[src/rtl/mem_port_arbiter.sv]
// Arbitrates one single-port memory bank between instruction fetch and data access,
// with data priority and a bounded data streak. Optional BUSY abort: ARB_TIMEOUT_EN.
//
// state     | meaning
// S_IDLE    | arbitrate pending requests, latch winner onto mem_* registers
// S_BUSY_IF | fetch access in flight, waiting for mem_ready
// S_BUSY_DM | data access in flight, waiting for mem_ready
// S_RESP    | one-cycle ack to the served requester
module mem_port_arbiter #(
   parameter int AW         = 8,
   parameter int DW         = 32,
   parameter int MAX_STREAK = 4,
   parameter int TIMEOUT    = 16
) (
   input  logic          i_clk,
   input  logic          i_rst,
   input  logic          i_if_req,
   input  logic [AW-1:0] i_if_addr,
   output logic          o_if_ack,
   output logic [DW-1:0] o_if_rdata,
   input  logic          i_dm_req,
   input  logic          i_dm_we,
   input  logic [AW-1:0] i_dm_addr,
   input  logic [DW-1:0] i_dm_wdata,
   output logic          o_dm_ack,
   output logic [DW-1:0] o_dm_rdata,
   output logic          o_stall_if,
   output logic          o_stall_mem,
   output logic          o_mem_en,
   output logic          o_mem_we,
   output logic [AW-1:0] o_mem_addr,
   output logic [DW-1:0] o_mem_wdata,
   input  logic [DW-1:0] i_mem_rdata,
   input  logic          i_mem_ready,
   output logic          o_timeout_err
);

   typedef enum logic [1:0] {S_IDLE, S_BUSY_IF, S_BUSY_DM, S_RESP} state_t;

   localparam logic [3:0] LP_MAX_STREAK = 4'(MAX_STREAK);

   state_t          r_state;
   logic [3:0]      r_streak;
   logic            r_mem_en;
   logic            r_mem_we;
   logic [AW-1:0]   r_mem_addr;
   logic [DW-1:0]   r_mem_wdata;
   logic [DW-1:0]   r_if_rdata;
   logic [DW-1:0]   r_dm_rdata;
   logic            r_if_ack;
   logic            r_dm_ack;
   logic            w_dm_win;

`ifdef ARB_TIMEOUT_EN
   localparam logic [7:0] LP_WAIT_LOAD = 8'(TIMEOUT - 1);
   logic [7:0]      r_wait;
   logic            r_timeout_err;
   assign o_timeout_err = r_timeout_err;
`else
   localparam int unused_timeout = TIMEOUT;
   assign o_timeout_err = 1'b0;
`endif

   // Fetch overrides data only once data has won MAX_STREAK times in a row over a waiting fetch.
   assign w_dm_win = i_dm_req & ~(i_if_req & (r_streak == LP_MAX_STREAK));

   always_ff @(posedge i_clk or posedge i_rst) begin
      if (i_rst) begin
         r_state       <= S_IDLE;
         r_streak      <= 4'd0;
         r_mem_en      <= 1'b0;
         r_mem_we      <= 1'b0;
         r_mem_addr    <= '0;
         r_mem_wdata   <= '0;
         r_if_rdata    <= '0;
         r_dm_rdata    <= '0;
         r_if_ack      <= 1'b0;
         r_dm_ack      <= 1'b0;
`ifdef ARB_TIMEOUT_EN
         r_wait        <= 8'd0;
         r_timeout_err <= 1'b0;
`endif
      end else begin
         r_if_ack <= 1'b0;
         r_dm_ack <= 1'b0;
         case (r_state)
            S_IDLE: begin
               if (w_dm_win) begin
                  r_mem_en    <= 1'b1;
                  r_mem_we    <= i_dm_we;
                  r_mem_addr  <= i_dm_addr;
                  r_mem_wdata <= i_dm_wdata;
                  r_streak    <= i_if_req ? r_streak + 4'd1 : 4'd0;
                  r_state     <= S_BUSY_DM;
`ifdef ARB_TIMEOUT_EN
                  r_wait      <= LP_WAIT_LOAD;
`endif
               end else if (i_if_req) begin
                  r_mem_en    <= 1'b1;
                  r_mem_we    <= 1'b0;
                  r_mem_addr  <= i_if_addr;
                  r_streak    <= 4'd0;
                  r_state     <= S_BUSY_IF;
`ifdef ARB_TIMEOUT_EN
                  r_wait      <= LP_WAIT_LOAD;
`endif
               end
            end
            S_BUSY_IF, S_BUSY_DM: begin
               if (i_mem_ready) begin
                  r_mem_en <= 1'b0;
                  r_mem_we <= 1'b0;
                  r_state  <= S_RESP;
                  if (r_state == S_BUSY_DM) begin
                     r_dm_rdata <= i_mem_rdata;
                     r_dm_ack   <= 1'b1;
                  end else begin
                     r_if_rdata <= i_mem_rdata;
                     r_if_ack   <= 1'b1;
                  end
               end
`ifdef ARB_TIMEOUT_EN
               // Down-counter reaching zero marks the TIMEOUT-th cycle without mem_ready.
               else if (r_wait == 8'd0) begin
                  r_mem_en      <= 1'b0;
                  r_mem_we      <= 1'b0;
                  r_state       <= S_RESP;
                  r_timeout_err <= 1'b1;
                  if (r_state == S_BUSY_DM) begin
                     r_dm_rdata <= '0;
                     r_dm_ack   <= 1'b1;
                  end else begin
                     r_if_rdata <= '0;
                     r_if_ack   <= 1'b1;
                  end
               end else begin
                  r_wait <= r_wait - 8'd1;
               end
`endif
            end
            S_RESP: r_state <= S_IDLE;
            default: r_state <= S_IDLE;
         endcase
      end
   end

   assign o_if_ack    = r_if_ack;
   assign o_if_rdata  = r_if_rdata;
   assign o_dm_ack    = r_dm_ack;
   assign o_dm_rdata  = r_dm_rdata;
   assign o_mem_en    = r_mem_en;
   assign o_mem_we    = r_mem_we;
   assign o_mem_addr  = r_mem_addr;
   assign o_mem_wdata = r_mem_wdata;
   assign o_stall_if  = i_if_req & ~r_if_ack;
   assign o_stall_mem = i_dm_req & ~r_dm_ack;

endmodule

[config.mk]
export PLATFORM = sky130hd
export DESIGN_NAME = mem_port_arbiter
export DESIGN_NICKNAME = d
export VERILOG_FILES = /design/src/rtl/mem_port_arbiter.sv
export SDC_FILE = /design/constraint.sdc
export NUM_CORES = 1
export LEC_CHECK = 0
export BUFFER_PORTS_ARGS = -buffer_cell sky130_fd_sc_hd__buf_2
export CORE_UTILIZATION = 40
export DETAILED_ROUTE_END_ITERATION = 16
export PLACE_DENSITY = 0.77
export SLEW_MARGIN = 20
export SYNTH_ARGS = -nofsm -noshare
export SYNTH_HDL_FRONTEND = slang
export SYNTH_SLANG_ARGS = --single-unit
[constraint.sdc]
create_clock -name i_clk -period 3.8 [get_ports i_clk]
set_input_delay 0.57 -clock i_clk [delete_from_list [all_inputs] [get_ports i_clk]]
set_output_delay 0.57 -clock i_clk [all_outputs]
set_load 0.02 [all_outputs]
======== Yosys cells after proc, flatten, opt, wreduce, memory -nomap -nowiden ========
Cells that the tools add are included.
word-level totals
  bits in registers ....................... 114
  input bits .............................. 86
  output and inout bits ................... 111
  logic and storage cells ................. 57
cells by class
  $add $sub $neg .......................... 1
  eq/ne operators ......................... 6
  multiplexer cells ....................... 22
  bitwise gates (word level) .............. 8
  reduce and logical (&&, ||, !) cells .... 10
operators by type and width
  cell                 number
  $mux 8               2
  $mux 4               3
  $mux 1               11
  $reduce_and 3->1     3
  $mux 2               3
  $pmux 2 s3           1
  $reduce_and 2->1     3
  $add 4x1->4 const B  1
  $and 1x1->1          4
  $eq 2x2->1 const B   2
  $eq 4x3->1 const B   1
  $not 1->1            4
  $pmux 1 s2           2
  $reduce_bool 2->1    2
  $ne 3x3->1 const B   1
  $eq 2x1->1 const B   1
  $logic_not 2->1      1
  $ne 2x2->1 const B   1
  $reduce_or 2->1      1

======== Depth between registers and ports, before layout ========
Gate-level depths: netlist (run 1).
  depth in word-level cells ............... 6
  gate-level depth with buffers ........... 7

======== Worst setup path after synthesis (run 1) ========
No wires, ideal clock.
  kind .................................... input to output
  start ................................... in i_dm_req
  end ..................................... out o_stall_mem
  data arrival time ....................... 1.193 ns
  data required time ...................... 3.230 ns
  slack ................................... 2.037 ns
  cell stages on the path ................. 2
  cells stage by stage .................... clkbuf_1 nor2b_1
on the way
  cells in the longest elaborated chain, start to end .. 1
ends and longest elaborated chain
  element             RTL line  source
  start: declaration  21        input logic i_dm_req,
  $and 1x1->1         156       assign o_stall_mem = i_dm_req & ~r_dm_ack;
  end: declaration    28        output logic o_stall_mem,
No other way between the ends.

======== Worst setup path in the final report (run 1) ========
  start ................................... reg r_state[1]
  end ..................................... reg r_mem_wdata[30], in the netlist o_mem_wdata[30]
on the way
  cells in the longest elaborated chain, start to end .. 2
ends and longest elaborated chain
  element                     RTL line  source
  start: declaration          42        state_t r_state;
  start signal: assignment    69        r_state <= S_IDLE;
  start signal: assignment    94        r_state <= S_BUSY_DM;
  start signal: assignment    103       r_state <= S_BUSY_IF;
  $logic_not 2->1             86        case (r_state)
  $reduce_and 2->1 (no line)  n/a
  end signal: assignment      92        r_mem_wdata <= i_dm_wdata;
  end: declaration            47        logic [DW-1:0] r_mem_wdata;
No other way between the ends.
A chain may end at the register's enable or synchronous reset.

==> impl_metrics.env, run 1 <==
export IMPL_overflow=0
export IMPL_cp_max_fo=35
export IMPL_dieArea_sq_um=12000
export IMPL_clock_path_buffers=2
export IMPL_critPathKind="register to register"
export IMPL_vdd_ir_drop_max_mv=0.491
export IMPL_via_per_inst=4.91
export IMPL_comb_power_share=0.438
export IMPL_grt_max_degree=95
export IMPL_yosys_warnings=0
export IMPL_clock_sinks=114
export IMPL_clkPwrFrac=0.223
export IMPL_crit_arrival_ps=2410
export IMPL_switchingPower_w=0.00237
export IMPL_cts_buffers=17
export IMPL_synth_top_family_by_area="multiplexers"
export IMPL_final_nets=596
export IMPL_synth_edf_count=0
export IMPL_final_cell_mix="buf_2 (195), dfrtp_1 (114), mux2_2 (69)"
export IMPL_fin_crit_ps=2130
export IMPL_dp_hpwl_microns=7140
export IMPL_drtPass1Iterations=4
export IMPL_slew_viol_final=0
export IMPL_multi_input_area_sq_um=1650
export IMPL_yosysTopAreaCellShare=0.614
export IMPL_max_slew_margin=0.453
export IMPL_wl_per_cell_microns=15.7
export IMPL_synthXorXnorAreaFrac=0.00189
export IMPL_required_ps=4080
export IMPL_synth_adder_area_share=0.0135
export IMPL_seq_power_share=0.339
export IMPL_drive_above_1_share=0.636
export IMPL_fill_cells=909
export IMPL_syn_area_sq_um=4640
export IMPL_core_sq_um=11100
export IMPL_synth_compound_area_frac=0.0348
export IMPL_rows=38
export IMPL_final_cells=654
export IMPL_synth_flop_cell="dfrtp_1"
export IMPL_finalSetupTns_ps=0
export IMPL_clock_skew_ps=6.49
export IMPL_synth_top_area_cell="dfrtp_1"
export IMPL_ys_seq_elements=114
export IMPL_grt_pass1_wl_microns=15600
export IMPL_cts_tree="done"
export IMPL_critical_path_endpoint_type="register"
export IMPL_maxClockFrequency_mhz=469
export IMPL_antenna_cells=0
export IMPL_die_w_microns=110
export IMPL_worstMarginPinSlew_ps=820
export IMPL_muxShareOfSynthArea=0.257
export IMPL_p_int_w=0.00397
export IMPL_postCtsHoldBufs=0
export IMPL_placed_cells=626
export IMPL_synth_seq_area_share=0.614
export IMPL_p_sw_frac=0.374
export IMPL_clkSlewWorstSetupHoldPaths_ps=50
export IMPL_timing_final_crit_share=0.562
export IMPL_cap_violations=0
export IMPL_syn_nets=396
export IMPL_insertion_delay_ps=400
export IMPL_synthCells=305
export IMPL_drt_iter0_drc=177
export IMPL_rsz0062_at_grt="false"
export IMPL_area_sequential_sq_um=2850
export IMPL_die_h_microns=110
export IMPL_cts_resized=0
export IMPL_cp_start_kind="register"
export IMPL_hold_viol_final=0
export IMPL_syn_avg_cell_area_sq_um=15.2
export IMPL_start_util=0.419
export IMPL_async_reset_ff_frac=1.00
export IMPL_gp_routability_congestion=0.800
export IMPL_drt_total_wl_microns=10300
export IMPL_ios=197
export IMPL_root_buffer="clkbuf_16"
export IMPL_grt_pass1_vias=3303
export IMPL_gr_usage_all_layers=0.174
export IMPL_status="finished clean"
export IMPL_drc=0
export IMPL_cts_max_level=4
export IMPL_ant_nets=0
export IMPL_final_common_cell="buf_2"
export IMPL_synth_cell_types=33
export IMPL_synthSimpleGateAreaFrac=0.0474
export IMPL_grt_antenna_before_repair=0
export IMPL_p_per_area_nw_per_um2=1010
export IMPL_cts_setup_buffers=0
export IMPL_p_leak_nw=3.13
export IMPL_port_buffers=195
export IMPL_via_count=3210
export IMPL_synth_area_leaders="dfrtp_1 (61%), mux2_2 (17%), mux2_4 (8.7%)"
export IMPL_finalSetupViolCount=0
export IMPL_hp_class="input port to async pin"
export IMPL_area_growth_pct=34.5
## power groups by stage
stage / Clock, W / Combinational [W] / Sequential [W]
after floorplan: 0 / 0.00122 / 0.00286
after global placement: 0 / 0.00273 / 0.00212
after detailed placement: 0 / 0.00281 / 0.00216
after CTS: 0.00144 / 0.00281 / 0.00216
after global routing: 0.00150 / 0.00298 / 0.00223
final: 0.00141 / 0.00278 / 0.00215
## synth_stat cells, types with 3 or more instances
master,instances
mux2_4,27
buf_6,4
ha_1,5
nand2_1,17
o211ai_1,10
nand4_1,8
dfrtp_1,114
nor2b_1,3
mux2_2,69
a32o_1,4
inv_1,8
buf_2,6
clkbuf_1,5
## through the flow
stage                     area (sq um)  hold slack, ps  setup slack, ps   util  power, W
final                             6250             344             1670  0.564   0.00634
after global routing              6250             383             1510  0.564   0.00671
after floorplan                   4640             499              214      -   0.00407
after detailed placement          5720             462             1650  0.516   0.00496
after global placement            5720             467             1710  0.516   0.00485
after CTS                         6240             374             1660  0.564   0.00641
## cells by family after synthesis
group | after synthesis
flops | 114
mux | 97
simple gates | 40
buf+inv | 26
compound gates | 21
fa+ha+maj | 5
other cells | 1
xor+xnor | 1
## metal layers
layer | routed length [microns] | track usage | vias to the layer above | share of wire
met5 | 0 | 0 | - | 0
met4 | 157 | 0.0790 | 0 | 0.015
met3 | 846 | 0.0664 | 16 | 0.082
met2 | 5150 | 0.304 | 135 | 0.50
met1 | 4140 | 0.187 | 1585 | 0.40
li1 | - | - | 1474 | -
## state kept, by name, indices dropped and copies added, names as in the netlist
name,cells
o_mem_en,1
o_mem_wdata,32
r_state,2
o_mem_addr,8
o_if_ack,1
o_dm_ack,1
o_dm_rdata,32
o_mem_we,1
r_streak,4
o_if_rdata,32
## worst paths after layout
kind / cells past startpoint / end / startpoint / slack, ps
max: 4 / o_mem_wdata[30] / r_state[1] / 1670
min: 2 / o_dm_rdata[5] / i_rst / 340
max reg2reg: 4 / o_mem_wdata[30] / r_state[1] / 1670
min reg2reg: 1 / o_mem_en / o_mem_en / 470
max in group asynchronous: 3 / o_if_rdata[31] / i_rst / 2640
min in group i_clk: 2 / o_mem_wdata[1] / i_dm_wdata[1] / 400
## cell type report
cell class / count / area share
inverter: 8 / 0.00561
clock buffer: 23 / 0.0797
timing repair buffer: 199 / 0.161
clock inverter: 5 / 0.00481
multi-input combinational: 165 / 0.264
tap: 140 / 0.0280
sequential: 114 / 0.457
## worst max-delay path, cell delays in order, from the launching register on
cell and delay, ps:
dfrtp_1 370, inv_1 100, ha_1 430, and3_4 690, mux2_2 400
Note: power is estimated with default switching activity, not from simulation.
==> run 2, diff against run 1 <==
ABC_AREA = 1   (was unset)
PLACE_DENSITY = 0.73   (was 0.77)
clock period = 2 ns   (was 3.8 ns; I/O delays follow)
==> impl_metrics.env, run 2 <==
export IMPL_clock_path_buffers=2
export IMPL_clkSlewWorstSetupHoldPaths_ps=50
export IMPL_cts_buffers=17
export IMPL_synth_flop_cell="dfrtp_1"
export IMPL_synth_area_leaders="dfrtp_1 (58%), nand2_1 (9.5%), inv_1 (7.0%)"
export IMPL_cts_setup_buffers=0
export IMPL_finalSetupViolCount=0
export IMPL_yosysTopAreaCellShare=0.581
export IMPL_required_ps=2300
export IMPL_grt_pass1_wl_microns=18400
export IMPL_slowest_delay_ps=420
export IMPL_overflow=0
export IMPL_clkPwrFrac=0.239
export IMPL_critical_path_endpoint_type="register"
export IMPL_synthCells=523
export IMPL_fin_util=0.549
export IMPL_ios=197
export IMPL_syn_nets=614
export IMPL_start_util=0.409
export IMPL_cts_resized=0
export IMPL_hold_start="i_dm_we"
export IMPL_top_usage_layer="met2"
export IMPL_area_growth_pct=34.1
export IMPL_drt_iter0_drc=229
export IMPL_slowest_stage="dfrtp_1"
export IMPL_cp_start_kind="register"
export IMPL_critPathKind="register to register"
export IMPL_synthTopCellsByCount="nand2_1 (124), dfrtp_1 (114), inv_1 (92), o21ai_0 (43), o21ai_2 (33)"
export IMPL_synth_edf_count=0
export IMPL_worst_slack_ps=245
export IMPL_crit_arrival_ps=2050
export IMPL_cap_violations=0
export IMPL_via_count=4074
export IMPL_drt_total_wl_microns=11000
export IMPL_critPathTopFamily="simple AND/OR/NAND/NOR gates"
export IMPL_root_buffer="clkbuf_16"
export IMPL_p_int_w=0.00681
export IMPL_reg2reg_slack_ps=250
export IMPL_dp_hpwl_microns=7840
export IMPL_hp_class="input port to register"
export IMPL_via_per_inst=4.60
export IMPL_rows=40
export IMPL_final_cells=886
export IMPL_insertion_delay_ps=410
export IMPL_use_met1=0.223
export IMPL_hold_viol_final=0
export IMPL_timing_final_crit_share=0.877
export IMPL_grt_antenna_before_repair=0
export IMPL_rr_worst_depth=9
export IMPL_gp_routability_congestion=0.791
export IMPL_grt_pass1_vias=4062
export IMPL_finalSetupTns_ps=0
export IMPL_reg2reg_to="o_mem_wdata[9]"
export IMPL_ant_nets=0
export IMPL_syn_area_sq_um=4910
export IMPL_path_cells="inv_1 -> ha_1 -> nand2_2 -> inv_2 -> nand2_4 -> nand3_4 -> buf_12 -> nand2_1 -> o21ai_2"
export IMPL_syn_avg_cell_area_sq_um=9.39
export IMPL_synth_cell_types=24
export IMPL_ys_seq_elements=114
export IMPL_status="finished clean"
export IMPL_wl_per_cell_microns=12.4
export IMPL_drive_above_1_share=0.410
export IMPL_cts_max_level=4
export IMPL_p_sw_frac=0.411
export IMPL_rsz0062_at_grt="false"
export IMPL_p_leak_nw=3.79
export IMPL_hold_worst_slack_ps=134
export IMPL_grt_max_degree=66
export IMPL_p_per_area_nw_per_um2=1750
export IMPL_gr_usage_all_layers=0.185
export IMPL_place_ws_ps=240
export IMPL_die_w_microns=113
export IMPL_postCtsHoldBufs=1
export IMPL_synth_seq_area_share=0.581
export IMPL_cts_tree="done"
export IMPL_cp_max_fo=20
export IMPL_final_common_cell="buf_2"
export IMPL_comb_power_share=0.418
export IMPL_antenna_cells=0
export IMPL_port_buffers=195
export IMPL_reg2reg_from="r_streak[0]"
export IMPL_vdd_ir_drop_max_mv=0.902
export IMPL_maxClockFrequency_mhz=570
export IMPL_fin_crit_ps=1750
export IMPL_critPathBufInv=3
export IMPL_grt_use_met3=0.0691
export IMPL_whs_path_depth=3
export IMPL_final_cell_mix="buf_2 (195), nand2_1 (122), dfrtp_1 (114)"
export IMPL_core_sq_um=12000
export IMPL_final_nets=817
export IMPL_dieArea_sq_um=12700
export IMPL_placed_cells=853
export IMPL_clock_sinks=114
export IMPL_seq_power_share=0.343
export IMPL_async_reset_ff_frac=1.00
export IMPL_yosys_warnings=0
export IMPL_switchingPower_w=0.00474
export IMPL_worstMarginPinSlew_ps=574
export IMPL_synth_top_area_cell="dfrtp_1"
export IMPL_min_to="o_mem_we"
export IMPL_met2_usage=0.294
export IMPL_drtPass1Iterations=4
export IMPL_synth_most_common_cell="nand2_1"
export IMPL_drc=0
export IMPL_slew_viol_final=0
export IMPL_max_slew_margin=0.616
export IMPL_clock_skew_ps=5.43
export IMPL_die_h_microns=113
-- run 2: cell count changes in the layout (fill, tap and decap cells not counted), sizes merged, moves of 8 or more --
cell    delta
mux2      -96
buf        +8
nand3     +23
o21ai     +98
inv       +87
nand2    +129
o211ai    -10
-- run 2: cell type report --
type / instances / area (sq um)
inverters: 96 / 364
clock buffers: 21 / 460
multi-input cells: 289 / 1500
clock inverters: 11 / 87.6
well taps: 147 / 184
fillers: 1067 / 5420
flip-flops and latches: 114 / 2850
repair buffers: 208 / 1140
-- run 2: worst min-delay path: stages --
cell and delay, ps:
buf_2 80, nand3_1 60, nand2_1 60
-- run 2: metal layers --
layer / vias to the layer above / wire length [microns]
met1: 1891 / 4780
li1: 2012 / -
met3: 19 / 867
met5: - / 0
met2: 152 / 5160
met4: 0 / 212
-- run 2: worst max path at each step --
| stage | start | endpoint | slack, ps | cells after the start |
|---|---|---|---|---|
| 2_1_floorplan | i_rst | o_dm_ack | 310 | 1 |
| 3_3_place_gp | r_streak[0] | o_mem_wdata[5] | 320 | 9 |
| 3_5_place_dp | r_streak[0] | o_mem_wdata[9] | 240 | 9 |
| 4_1_cts | r_streak[0] | o_mem_wdata[9] | 220 | 9 |
| 5_1_grt | r_streak[0] | o_mem_wdata[16] | 120 | 9 |
| 6_report | r_streak[0] | o_mem_wdata[9] | 250 | 9 |
-- run 2: cell families (layout without fill, tap and decap cells) --
logic type / Yosys count / after routing / synth area share
adder cells (fa/ha/maj): 5 / 5 / 0.0127
buffers and inverters: 120 / 336 / 0.115
AND/OR/NAND/NOR: 182 / 182 / 0.163
flip-flops: 114 / 114 / 0.581
other: 1 / 1 / 0.000763
AO/OA/AOI/OAI: 101 / 101 / 0.128
-- run 2: power by group through the flow --
stage | clock [W] | sequential, W | combinational (W)
after CTS | 0.00283 | 0.00397 | 0.00489
after detailed placement | 0 | 0.00396 | 0.00490
after global routing | 0.00292 | 0.00410 | 0.00533
after global placement | 0 | 0.00394 | 0.00473
after floorplan | 0 | 0.00519 | 0.00213
final | 0.00276 | 0.00396 | 0.00483
-- run 2: metrics by stage --
step	instance area, sq um	total power (W)
3_5_place_dp	6030	0.00886
6_report	6590	0.0115
5_1_grt	6590	0.0124
3_3_place_gp	6030	0.00867
2_1_floorplan	4920	0.00733
4_1_cts	6590	0.0117
==> run 3, diff against run 2 <==
MAX_ROUTING_LAYER = met4   (was unset)
==> impl_metrics.env, run 3 (same netlist as run 2, synthesis figures left out) <==
export IMPL_critPathTopFamily="simple AND/OR/NAND/NOR gates"
export IMPL_rows=40
export IMPL_switchingPower_w=0.00475
export IMPL_fill_cells=1067
export IMPL_ios=197
export IMPL_finalPower_w=0.0116
export IMPL_p_per_area_nw_per_um2=1750
export IMPL_ant_nets=0
export IMPL_dieArea_sq_um=12700
export IMPL_wl_per_cell_microns=12.5
export IMPL_die_h_microns=113
export IMPL_grt_pass1_wl_microns=18400
export IMPL_clkSlewWorstSetupHoldPaths_ps=50
export IMPL_clkPwrFrac=0.239
export IMPL_vdd_ir_drop_max_mv=0.903
export IMPL_hp_class="input port to register"
export IMPL_start_util=0.409
export IMPL_antenna_cells=0
export IMPL_max_slew_margin=0.616
export IMPL_critPathKind="register to register"
export IMPL_via_count=4063
export IMPL_final_nets=817
export IMPL_area_growth_pct=34.1
export IMPL_dp_hpwl_microns=7840
export IMPL_hold_viol_final=0
export IMPL_slowest_stage="dfrtp_1"
export IMPL_seq_power_share=0.343
export IMPL_cts_max_level=4
export IMPL_maxClockFrequency_mhz=569
export IMPL_multi_input_area_sq_um=1500
export IMPL_cap_violations=0
export IMPL_path_cells="inv_1 -> ha_1 -> nand2_2 -> inv_2 -> nand2_4 -> nand3_4 -> buf_12 -> nand2_1 -> o21ai_2"
export IMPL_p_leak_nw=3.79
export IMPL_comb_power_share=0.418
export IMPL_slowest_delay_ps=420
export IMPL_critical_path_endpoint_type="register"
export IMPL_finalSetupViolCount=0
export IMPL_drive_above_1_share=0.410
export IMPL_final_cell_mix="buf_2 (195), nand2_1 (122), dfrtp_1 (114)"
export IMPL_cp_max_fo=20
export IMPL_overflow=0
export IMPL_rsz0062_at_grt="false"
export IMPL_port_buffers=195
export IMPL_critPathBufInv=3
export IMPL_drt_total_wl_microns=11100
export IMPL_status="finished clean"
export IMPL_cp_start_kind="register"
export IMPL_final_common_cell="buf_2"
export IMPL_cts_buffers=17
export IMPL_cts_setup_buffers=0
export IMPL_p_sw_frac=0.411
export IMPL_cts_tree="done"
export IMPL_p_int_w=0.00681
export IMPL_cts_resized=0
export IMPL_gp_routability_congestion=0.802
export IMPL_die_w_microns=113
export IMPL_crit_arrival_ps=2050
export IMPL_fin_crit_ps=1760
export IMPL_gr_usage_all_layers=0.191
export IMPL_grt_max_degree=66
export IMPL_clock_sinks=114
export IMPL_slew_viol_final=0
export IMPL_timing_final_crit_share=0.878
export IMPL_required_ps=2290
export IMPL_core_sq_um=12000
export IMPL_finalSetupTns_ps=0
export IMPL_grt_pass1_vias=4058
export IMPL_clock_path_buffers=2
export IMPL_root_buffer="clkbuf_16"
export IMPL_insertion_delay_ps=400
export IMPL_drt_iter0_drc=227
export IMPL_grt_antenna_before_repair=0
export IMPL_clock_skew_ps=5.37
export IMPL_drtPass1Iterations=4
export IMPL_area_sequential_sq_um=2850
export IMPL_via_per_inst=4.59
export IMPL_drc=0
export IMPL_worstMarginPinSlew_ps=574
-- run 3: cell counts in the layout (fill, tap and decap cells not counted) --
No cell type changed its count.
-- run 3: area by class of cell --
type	instances	share of cell area
Clock buffer	21	0.0699
Clock inverter	11	0.0133
Inverter	96	0.0553
Multi-Input combinational cell	289	0.228
Sequential cell	114	0.433
Tap cell	147	0.0279
Timing Repair Buffer	208	0.173
-- run 3: stage by stage --
stage               hold WS (ps)  setup WS [ps]  instances  instance area [sq um]  utilization
global placement             386            323        853                   6030        0.502
finish                       136            243        886                   6590        0.549
floorplan                    438            315        523                   4920            -
global route                 126            116        886                   6590        0.549
detailed placement           395            240        853                   6030        0.502
CTS                          114            223        886                   6590        0.549
-- run 3: per-layer routing --
layer,up-vias,wire length [microns],global-route usage
met5,-,0,-
met4,0,198,0.0862
met3,17,739,0.0595
met2,152,5180,0.294
met1,1880,4950,0.230
li1,2014,-,-
-- run 3: worst paths after layout --
check	from	end	slack [ps]	depth (start not counted)
worst min register to register	o_mem_addr[6]	o_mem_addr[6]	470	2
min in group asynchronous	i_rst	o_mem_wdata[19]	510	3
worst max register to register	r_streak[0]	o_mem_wdata[9]	240	9
worst min-delay path	i_dm_we	o_mem_we	140	3
worst max-delay path	r_streak[0]	o_mem_wdata[9]	240	9
max in group asynchronous	i_rst	r_state[1]	890	4
-- run 3: timing repair --
action                                 4_1_cts  5_1_grt
hold buffers                                 1        0
setup endpoints to repair                    0        0
endpoints found under the hold margin       19        0
-- run 3: power by group through the flow --
stage / registers, W / clock network [W] / logic (W)
3_3_place_gp: 0.00394 / 0 / 0.00473
4_1_cts: 0.00397 / 0.00283 / 0.00489
6_report: 0.00396 / 0.00276 / 0.00483
2_1_floorplan: 0.00519 / 0 / 0.00213
5_1_grt: 0.00410 / 0.00292 / 0.00533
3_5_place_dp: 0.00396 / 0 / 0.00490
-- run 3: worst register-to-register path: stages (launching register included) --
cell and delay [ps]:
dfrtp_1 420, inv_1 80, ha_1 230, nand2_2 70, inv_2 40, nand2_4 120
nand3_4 260, buf_12 280, nand2_1 80, o21ai_2 60
